--- src/rtl/rl_agent_step_unit.sv ---
// Agent-side step responder: picks a random or greedy action, moves the agent on the grid,
// and reports state, action, next state and reward with a one-cycle step_valid pulse.
module rl_agent_step_unit #(
    parameter int GRID_W  = 8,
    parameter int GRID_H  = 8,
    parameter int START_X = 0,
    parameter int START_Y = 0,
    parameter int GOAL_X  = 7,
    parameter int GOAL_Y  = 7,
    parameter int Q_W     = 16,
    parameter logic signed [15:0] R_STEP = -16'sd1,
    parameter logic signed [15:0] R_WALL = -16'sd10,
    parameter logic signed [15:0] R_GOAL = 16'sd100,
    localparam int XW = $clog2(GRID_W),
    localparam int YW = $clog2(GRID_H)
) (
    input  logic                 i_clk,
    input  logic                 i_rst_n,
    input  logic                 i_step_req,
    input  logic                 i_act_select_in,
    input  logic                 i_pos_reset_in,
    input  logic [9:0]           i_random_value_in,
    output logic                 o_q_rd_en,
    output logic [YW+XW+1:0]     o_q_rd_addr,
    input  logic signed [Q_W-1:0] i_q_rd_data,
    output logic                 o_busy,
    output logic [XW-1:0]        o_cur_x,
    output logic [YW-1:0]        o_cur_y,
    output logic [1:0]           o_action_out,
    output logic [XW-1:0]        o_next_x,
    output logic [YW-1:0]        o_next_y,
    output logic [15:0]          o_reward_out,
    output logic                 o_step_valid,
    output logic                 o_goal_reached
);

    localparam logic [XW-1:0] START_XV = XW'(START_X);
    localparam logic [YW-1:0] START_YV = YW'(START_Y);
    localparam logic [XW-1:0] GOAL_XV  = XW'(GOAL_X);
    localparam logic [YW-1:0] GOAL_YV  = YW'(GOAL_Y);
    localparam logic [XW-1:0] X_MAX    = XW'(GRID_W - 1);
    localparam logic [YW-1:0] Y_MAX    = YW'(GRID_H - 1);

    typedef enum logic [2:0] {
        S_IDLE, S_RD0, S_RD1, S_RD2, S_RD3, S_QLAST, S_MOVE, S_DONE
    } state_t;

    state_t                r_state;
    state_t                w_nextState;
    logic [XW-1:0]         r_curX;
    logic [YW-1:0]         r_curY;
    logic [XW-1:0]         r_nextX;
    logic [YW-1:0]         r_nextY;
    logic [1:0]            r_action;
    logic [15:0]           r_reward;
    logic                  r_qRdEn;
    logic [YW+XW+1:0]      r_qRdAddr;
    logic                  r_busy;
    logic                  r_stepValid;
    logic                  r_goalReached;
    logic                  r_goalFlag;
    logic signed [Q_W-1:0] r_bestQ;
    logic [1:0]            r_bestIdx;

    logic                  w_rdEn;
    logic [1:0]            w_rdIdx;
    logic                  w_better;
    logic [XW-1:0]         w_candX;
    logic [YW-1:0]         w_candY;
    logic                  w_wall;
    logic                  w_isGoal;
    logic                  w_unusedRnd;

    // Only the low two bits of the random source select an action.
    assign w_unusedRnd = ^i_random_value_in[9:2];
    assign w_better    = i_q_rd_data > r_bestQ;

    always_ff @(posedge i_clk or negedge i_rst_n) begin
        if (!i_rst_n) begin
            r_state <= S_IDLE;
        end else begin
            r_state <= w_nextState;
        end
    end

    always_comb begin
        w_nextState = r_state;
        case (r_state)
            S_IDLE:  if (i_step_req) w_nextState = i_act_select_in ? S_MOVE : S_RD0;
            S_RD0:   w_nextState = S_RD1;
            S_RD1:   w_nextState = S_RD2;
            S_RD2:   w_nextState = S_RD3;
            S_RD3:   w_nextState = S_QLAST;
            S_QLAST: w_nextState = S_MOVE;
            S_MOVE:  w_nextState = S_DONE;
            S_DONE:  w_nextState = S_IDLE;
            default: w_nextState = S_IDLE;
        endcase
        if (i_pos_reset_in) begin
            w_nextState = S_IDLE;
        end
    end

    // Read strobe and index are registered from the state being entered.
    always_comb begin
        w_rdEn  = 1'b0;
        w_rdIdx = 2'd0;
        case (w_nextState)
            S_RD0:   begin w_rdEn = 1'b1; w_rdIdx = 2'd0; end
            S_RD1:   begin w_rdEn = 1'b1; w_rdIdx = 2'd1; end
            S_RD2:   begin w_rdEn = 1'b1; w_rdIdx = 2'd2; end
            S_RD3:   begin w_rdEn = 1'b1; w_rdIdx = 2'd3; end
            default: begin w_rdEn = 1'b0; w_rdIdx = 2'd0; end
        endcase
    end

    always_comb begin
        w_candX = r_curX;
        w_candY = r_curY;
        w_wall  = 1'b0;
        case (r_action)
            2'd0: if (r_curY == '0)   w_wall = 1'b1; else w_candY = r_curY - 1'b1;
            2'd1: if (r_curY == Y_MAX) w_wall = 1'b1; else w_candY = r_curY + 1'b1;
            2'd2: if (r_curX == '0)   w_wall = 1'b1; else w_candX = r_curX - 1'b1;
            default: if (r_curX == X_MAX) w_wall = 1'b1; else w_candX = r_curX + 1'b1;
        endcase
        w_isGoal = !w_wall && (w_candX == GOAL_XV) && (w_candY == GOAL_YV);
    end

    always_ff @(posedge i_clk or negedge i_rst_n) begin
        if (!i_rst_n) begin
            r_curX        <= START_XV;
            r_curY        <= START_YV;
            r_nextX       <= '0;
            r_nextY       <= '0;
            r_action      <= '0;
            r_reward      <= '0;
            r_qRdEn       <= 1'b0;
            r_qRdAddr     <= '0;
            r_busy        <= 1'b0;
            r_stepValid   <= 1'b0;
            r_goalReached <= 1'b0;
            r_goalFlag    <= 1'b0;
            r_bestQ       <= '0;
            r_bestIdx     <= '0;
        end else begin
            r_qRdEn       <= w_rdEn;
            r_busy        <= (w_nextState != S_IDLE);
            r_stepValid   <= 1'b0;
            r_goalReached <= 1'b0;
            if (w_rdEn) begin
                r_qRdAddr <= {r_curY, r_curX, w_rdIdx};
            end
            if (i_pos_reset_in) begin
                r_curX <= START_XV;
                r_curY <= START_YV;
            end else begin
                // Each Q word arrives one state after its read, so RD1 sees entry 0.
                case (r_state)
                    S_IDLE: begin
                        if (i_step_req && i_act_select_in) begin
                            r_action <= i_random_value_in[1:0];
                        end
                    end
                    S_RD1: begin
                        r_bestQ   <= i_q_rd_data;
                        r_bestIdx <= 2'd0;
                    end
                    S_RD2: begin
                        if (w_better) begin
                            r_bestQ   <= i_q_rd_data;
                            r_bestIdx <= 2'd1;
                        end
                    end
                    S_RD3: begin
                        if (w_better) begin
                            r_bestQ   <= i_q_rd_data;
                            r_bestIdx <= 2'd2;
                        end
                    end
                    S_QLAST: begin
                        r_action <= w_better ? 2'd3 : r_bestIdx;
                    end
                    S_MOVE: begin
                        r_nextX    <= w_candX;
                        r_nextY    <= w_candY;
                        r_goalFlag <= w_isGoal;
                        r_reward   <= w_wall ? R_WALL : (w_isGoal ? R_GOAL : R_STEP);
                    end
                    S_DONE: begin
                        r_stepValid   <= 1'b1;
                        r_goalReached <= r_goalFlag;
                        r_curX        <= r_goalFlag ? START_XV : r_nextX;
                        r_curY        <= r_goalFlag ? START_YV : r_nextY;
                    end
                    default: begin
                    end
                endcase
            end
        end
    end

    assign o_q_rd_en      = r_qRdEn;
    assign o_q_rd_addr    = r_qRdAddr;
    assign o_busy         = r_busy;
    assign o_cur_x        = r_curX;
    assign o_cur_y        = r_curY;
    assign o_action_out   = r_action;
    assign o_next_x       = r_nextX;
    assign o_next_y       = r_nextY;
    assign o_reward_out   = r_reward;
    assign o_step_valid   = r_stepValid;
    assign o_goal_reached = r_goalReached;

endmodule

--- config.mk ---
export PLATFORM = sky130hd
export DESIGN_NAME = rl_agent_step_unit
export DESIGN_NICKNAME = d
export VERILOG_FILES = /design/src/rtl/rl_agent_step_unit.sv
export SDC_FILE = /design/constraint.sdc
export NUM_CORES = 1
export LEC_CHECK = 0
export ABC_AREA = 1
export CAP_MARGIN = 10
export CORE_MARGIN = 3
export CORE_UTILIZATION = 45
export CTS_BUF_LIST = sky130_fd_sc_hd__clkbuf_16
export DETAILED_ROUTE_END_ITERATION = 10
export GPL_ROUTABILITY_DRIVEN = 0
export GPL_TIMING_DRIVEN = 0
export HOLD_SLACK_MARGIN = 0.15
export PLACE_DENSITY = 0.75
export RECOVER_POWER = 100
export SETUP_SLACK_MARGIN = 0.2
export SKIP_CTS_REPAIR_TIMING = 1
export SYNTH_ARGS = -nofsm -noshare
export SYNTH_HDL_FRONTEND = slang
export SYNTH_SLANG_ARGS = --single-unit
--- constraint.sdc ---
create_clock -name i_clk -period 2 [get_ports i_clk]
set_input_delay 0.4 -clock i_clk [delete_from_list [all_inputs] [get_ports i_clk]]
set_output_delay 0.4 -clock i_clk [all_outputs]
set_load 0.02 [all_outputs]
==> run summary, run 1 <==
status - finished with violations
failing checks - negative setup slack
Root Buffer - clkbuf_16
hpwl dp - 5331 um
fin crit share - 107.7%
# nets final - 545
nature of the critical path endpoint - register
Placed Area - 3871 um2
via count - 2928
Layout area overhead - 52.21%
Num CTS Buffers - 5
# clock sinks - 51
core area - 6495 um2
vias in the first global route - 2609
hold_ws - 0.3969 ns
CP startpoint kind - register
Initial Util - 47.56%
max incr delay on CP - 0.40 ns
Place WS - -0.5391 ns
pins over their slew limit - 0
Crit path top cell by count - nand2_8
antenna cells - 0
DR vias/cell - 5.173
Final Hold Vio Count - 0
cell count after synthesis - 388
GR Overflow Total - 0
Seq/Total Area, Yosys - 41.31%
cell chain of the critical path - inv_1, ha_4, a21oi_1, o21ai_2, a21oi_2, buf_4, nand3_2, nand3_4, nand2_8, nand2_8, clkbuf_16, nand2_2, nand2_1
RSZ-0062 raised after global routing - true
Reg clk slew, reported paths - 0.07 ns
Post-route DRC - 0
final WL - 8902 um
clock period minus worst slack - 2.154 ns
Ports - 73
fillcell total - 450
first-pass GRT wire length - 11560 um
DR WL/cell - 15.73 um
Clock Latency Late Sink - 0.29 ns
Avg Inst Size Synth - 7.962 um2
TritonCTS clock tree - done
commonest non-fill, non-tap cell in the layout - nand2_1
leakage power - 2.612 nW
Die X - 88.86 um
share of cells above drive strength 1 - 27.81%
first-iteration detailed-routing DRC count - 150
Yosys cell types - 33
CP Max Fanout - 7
ANT nets after route - 0
Worst EP required - 2.23 ns
setup TNS - -2.544 ns
number of I/O port buffers - 64
Seq cells post-synth - 51
CTS max path bufs - 2
Rows - 29
hold crit path type - input pin to register
FMAX - 464.3 MHz
Critical-path top delay cell - dfrtp_1
Post-Syn Nets - 445
final setup vio count - 25
Design Area, Final - 4702 um2
die area - 7895 um2
Worst-Margin Slew - 1.412 ns
initial antenna violation count - 0
most frequent cells in the layout - nand2_1, dfrtp_1, inv_1
First-pass DRT Iterations - 4
Worst Clk Skew - 0.003885 ns
post-route setup slack - -0.1536 ns
Die Y - 88.86 um
# H-tree levels - 2
number of max-cap violations - 0
largest net degree at the start of global routing - 28
Yosys warning count - 0
total track usage - 18.80%
Max IR drop VDD - 0.9696 mV
Slew Limit Headroom - 5.886%
netlist area before placement - 3089 um2
WS Path Type - register to register
WP data arrival - 2.39 ns
pwr dens - 1556 nW/um2
==> power breakdown <==
part	leakage, nW	internal (mW)	switching [mW]
combinational	1.89	2.16	2.60
clock	0.0674	0.462	0.384
sequential	0.656	1.40	0.305
==> layer usage <==
metal  track usage [%]  routed length (um)  vias to the layer above
met2             30.77                4527                       97
met5                 0                   0                        -
met3             4.749                 586                       23
met1             24.55                3570                     1386
li1                  -                   -                     1422
met4             5.632                 218                        0
==> cell usage after synthesis <==
| library cell | n | share of area, % |
|---|---|---|
| a31oi_1 | 1 | 0.20 |
| a21oi_1 | 10 | 1.6 |
| dfrtp_1 | 51 | 41 |
| nand4_1 | 3 | 0.61 |
| xor2_1 | 2 | 0.57 |
| nor3_4 | 1 | 0.53 |
| and3_1 | 1 | 0.20 |
| o32ai_1 | 5 | 1.4 |
| inv_2 | 2 | 0.24 |
| buf_6 | 2 | 0.73 |
| inv_4 | 2 | 0.40 |
| inv_1 | 54 | 6.6 |
| nor3_1 | 2 | 0.32 |
| ha_1 | 26 | 11 |
| buf_2 | 1 | 0.16 |
| buf_4 | 14 | 3.4 |
| nand2_1 | 114 | 14 |
| o21ai_0 | 15 | 2.4 |
| nand2_2 | 4 | 0.81 |
| o21ai_2 | 1 | 0.28 |
| nand2_4 | 5 | 1.8 |
| a21o_1 | 1 | 0.24 |
| and2_1 | 1 | 0.20 |
| nor3_2 | 1 | 0.32 |
| o22ai_1 | 2 | 0.40 |
| o31ai_1 | 1 | 0.24 |
| o21ai_1 | 5 | 0.81 |
| clkbuf_1 | 2 | 0.24 |
| or2_2 | 1 | 0.20 |
| nor2_1 | 28 | 3.4 |
| nor2_8 | 2 | 1.3 |
| nand3_1 | 27 | 4.4 |
| o211ai_1 | 1 | 0.24 |
==> flip-flops by register name (all words and copies together), names as in the netlist, 2 cells and up <==
register	cells
o_next_x	3
o_cur_x	3
r_bestQ	16
o_cur_y	3
r_state	3
o_next_y	3
o_action_out	2
r_bestIdx	2
o_q_rd_addr	8
o_reward_out	3
==> path summary, 6_finish.rpt <==
path                                startpoint         endpoint  slack, ns  depth (start not counted)
worst max-delay path               r_bestQ[15]       r_bestQ[9]      -0.15                         13
worst min-delay path            i_q_rd_data[8]       r_bestQ[8]       0.40                          3
worst max register to register     r_bestQ[15]       r_bestQ[9]      -0.15                         13
worst min register to register  o_q_rd_addr[5]   o_q_rd_addr[5]       0.47                          2
max in group asynchronous              i_rst_n  o_action_out[0]       0.28                          2
min in group asynchronous              i_rst_n       r_bestQ[7]       0.42                          1
==> cell families (layout without fill, tap and decap cells) <==
family | after synthesis | in the layout | synth area share [%]
and+or+nand+nor | 190 | 192 | 27.95
buffers and inverters | 77 | 176 | 11.75
DFF | 51 | 51 | 41.31
AOI/OAI and AO/OA | 42 | 42 | 7.898
adders and majority gates | 26 | 26 | 10.53
xor gates and xnor gates | 2 | 2 | 0.5671
==> critical path, delay by kind of cell (launching register included) <==
| family | cells | cell delay (ns) |
|---|---|---|
| buf+inv | 3 | 0.43 |
| fa+ha+maj | 1 | 0.23 |
| compound gates | 3 | 0.48 |
| flops | 1 | 0.40 |
| simple gates | 6 | 0.56 |
==> through the flow <==
stage | power (mW) | utilization (%) | cells
after CTS | 5.988 | 61.84 | 538
after floorplan | 4.005 | - | 388
final | 7.316 | 72.39 | 566
after global placement | 5.013 | 59.37 | 529
after detailed placement | 5.117 | 59.60 | 530
after global routing | 7.783 | 72.39 | 566
==> cell type report <==
class | instances | area, um2 | area share (%)
Sequential cell | 51 | 1277 | 27.17
Clock inverter | 3 | 20.02 | 0.4258
Buffer | 19 | 166.4 | 3.539
Tap cell | 77 | 96.34 | 2.049
Timing Repair Buffer | 91 | 987.2 | 21.00
Clock buffer | 5 | 125.1 | 2.661
Inverter | 58 | 222.7 | 4.737
Multi-Input combinational cell | 262 | 1807 | 38.42
(Power assumes the default switching activity.)
==> inputs of run 2 (changes only) <==
DONT_BUFFER_PORTS = 1   (was not set)
PLACE_DENSITY = 0.61   (was 0.75)
==> run summary, run 2 (synthesis gave the netlist of run 1 again) <==
status - finished with violations
failing checks - negative setup slack
cell chain of the critical path - inv_2, ha_4, nand2_4, nand2_4, nor3_4, nand2_2, o21ai_2, and2_4, buf_8, nand2_8, inv_6, nor2_8, nand2_1, nand2_1
DR vias/cell - 5.130
post-route setup slack - -0.04133 ns
Util after Layout - 62.42%
Reg with most FFs - r_bestQ
multi-input logic area - 1882 um2
Die X - 88.86 um
share of cells above drive strength 1 - 38.77%
WS Path Type - register to register
pwr dens - 1619 nW/um2
DR WL/cell - 14.61 um
Initial Util - 47.56%
# nets final - 479
die area - 7895 um2
Slew Limit Headroom - 20.31%
antenna cells - 0
most frequent cells in the layout - nand2_1, dfrtp_1, inv_1
crit-path leading delay family - simple AND/OR/NAND/NOR gates
R2R setup slack - -0.04 ns
Worst EP required - 2.18 ns
number of max-cap violations - 0
final setup vio count - 12
ANT nets after route - 0
Rows - 29
TritonCTS clock tree - done
number of I/O port buffers - 0
CP Max Fanout - 7
WP data arrival - 2.22 ns
# H-tree levels - 2
first-pass GRT wire length - 10370 um
final WL - 7306 um
fillcell total - 557
first-iteration detailed-routing DRC count - 108
Worst Clk Skew - 0.004542 ns
CTS max path bufs - 2
Ports - 73
fin crit share - 102.1%
Post-route DRC - 0
Worst-Margin Slew - 1.195 ns
# clock sinks - 51
hold_ws - 0.2305 ns
Max IR drop VDD - 1.053 mV
total track usage - 16.88%
First-pass DRT Iterations - 6
RSZ-0062 raised after global routing - true
Final Hold Vio Count - 0
GR Overflow Total - 0
initial antenna violation count - 0
max incr delay on CP - 0.42 ns
core area - 6495 um2
Critical-path top delay cell - dfrtp_2
nature of the critical path endpoint - register
clock period minus worst slack - 2.041 ns
Layout area overhead - 31.23%
CP startpoint kind - register
register area - 1285 um2
FMAX - 489.9 MHz
hpwl dp - 4891 um
Die Y - 88.86 um
Overall Power - 6.562 mW
largest net degree at the start of global routing - 52
Buf/Inv on CP - 3
commonest non-fill, non-tap cell in the layout - nand2_1
max reg flops - 16
pins over their slew limit - 0
vias in the first global route - 2279
Root Buffer - clkbuf_16
Clock Latency Late Sink - 0.28 ns
hold crit path type - input pin to register
leakage power - 1.999 nW
Reg clk slew, reported paths - 0.07 ns
Num CTS Buffers - 5
via count - 2565
-- run 2: cell types whose count changed in the layout (fill, tap and decap cells not counted), sizes merged --
cell / delta
dlymetal6s2s: -34
clkdlybuf4s50: -29
clkbuf: -3
nand2: -2
buf: +1
dlygate4sd3: +1
-- run 2: metrics by stage --
stage	setup slack [ns]	setup TNS, ns	area (um2)	instances
after floorplan	0.2013	0	3119	388
after global placement	-0.07333	-0.6943	3216	465
after detailed placement	-0.08794	-0.8070	3216	465
after CTS	-0.1351	-1.301	3361	473
after global routing	-0.1419	-2.385	4054	500
final	-0.04133	-0.2667	4054	500
-- run 2: worst paths after layout --
check / start / endpoint / depth (start not counted)
worst max-delay path: r_state[1] / o_q_rd_addr[5] / 14
worst min-delay path: i_pos_reset_in / o_step_valid / 1
worst max register to register: r_state[1] / o_q_rd_addr[5] / 14
worst min register to register: r_bestQ[13] / r_bestQ[13] / 2
max in group asynchronous: i_rst_n / o_cur_x[0] / 2
min in group asynchronous: i_rst_n / r_bestQ[3] / 2
-- run 2: routing by layer --
metal	wire (um)	GRT usage, %
met5	0	0
met3	582	5.400
met1	3158	22.05
met4	90	5.357
met2	3473	26.59
-- run 2: final cells by class --
type / count / area share [%]
clock buffers: 5 / 3.086
inverters: 58 / 5.741
well taps: 77 / 2.377
plain buffers: 19 / 3.981
multi-input cells: 260 / 46.42
repair buffers: 27 / 6.204
flip-flops and latches: 51 / 31.70
clock inverters: 3 / 0.4938
-- run 2: power by group --
group          internal [mW]  total [mW]  switching, mW
logic                   1.66        3.79           2.14
clock network          0.462       0.836          0.374
registers               1.40        1.93          0.531
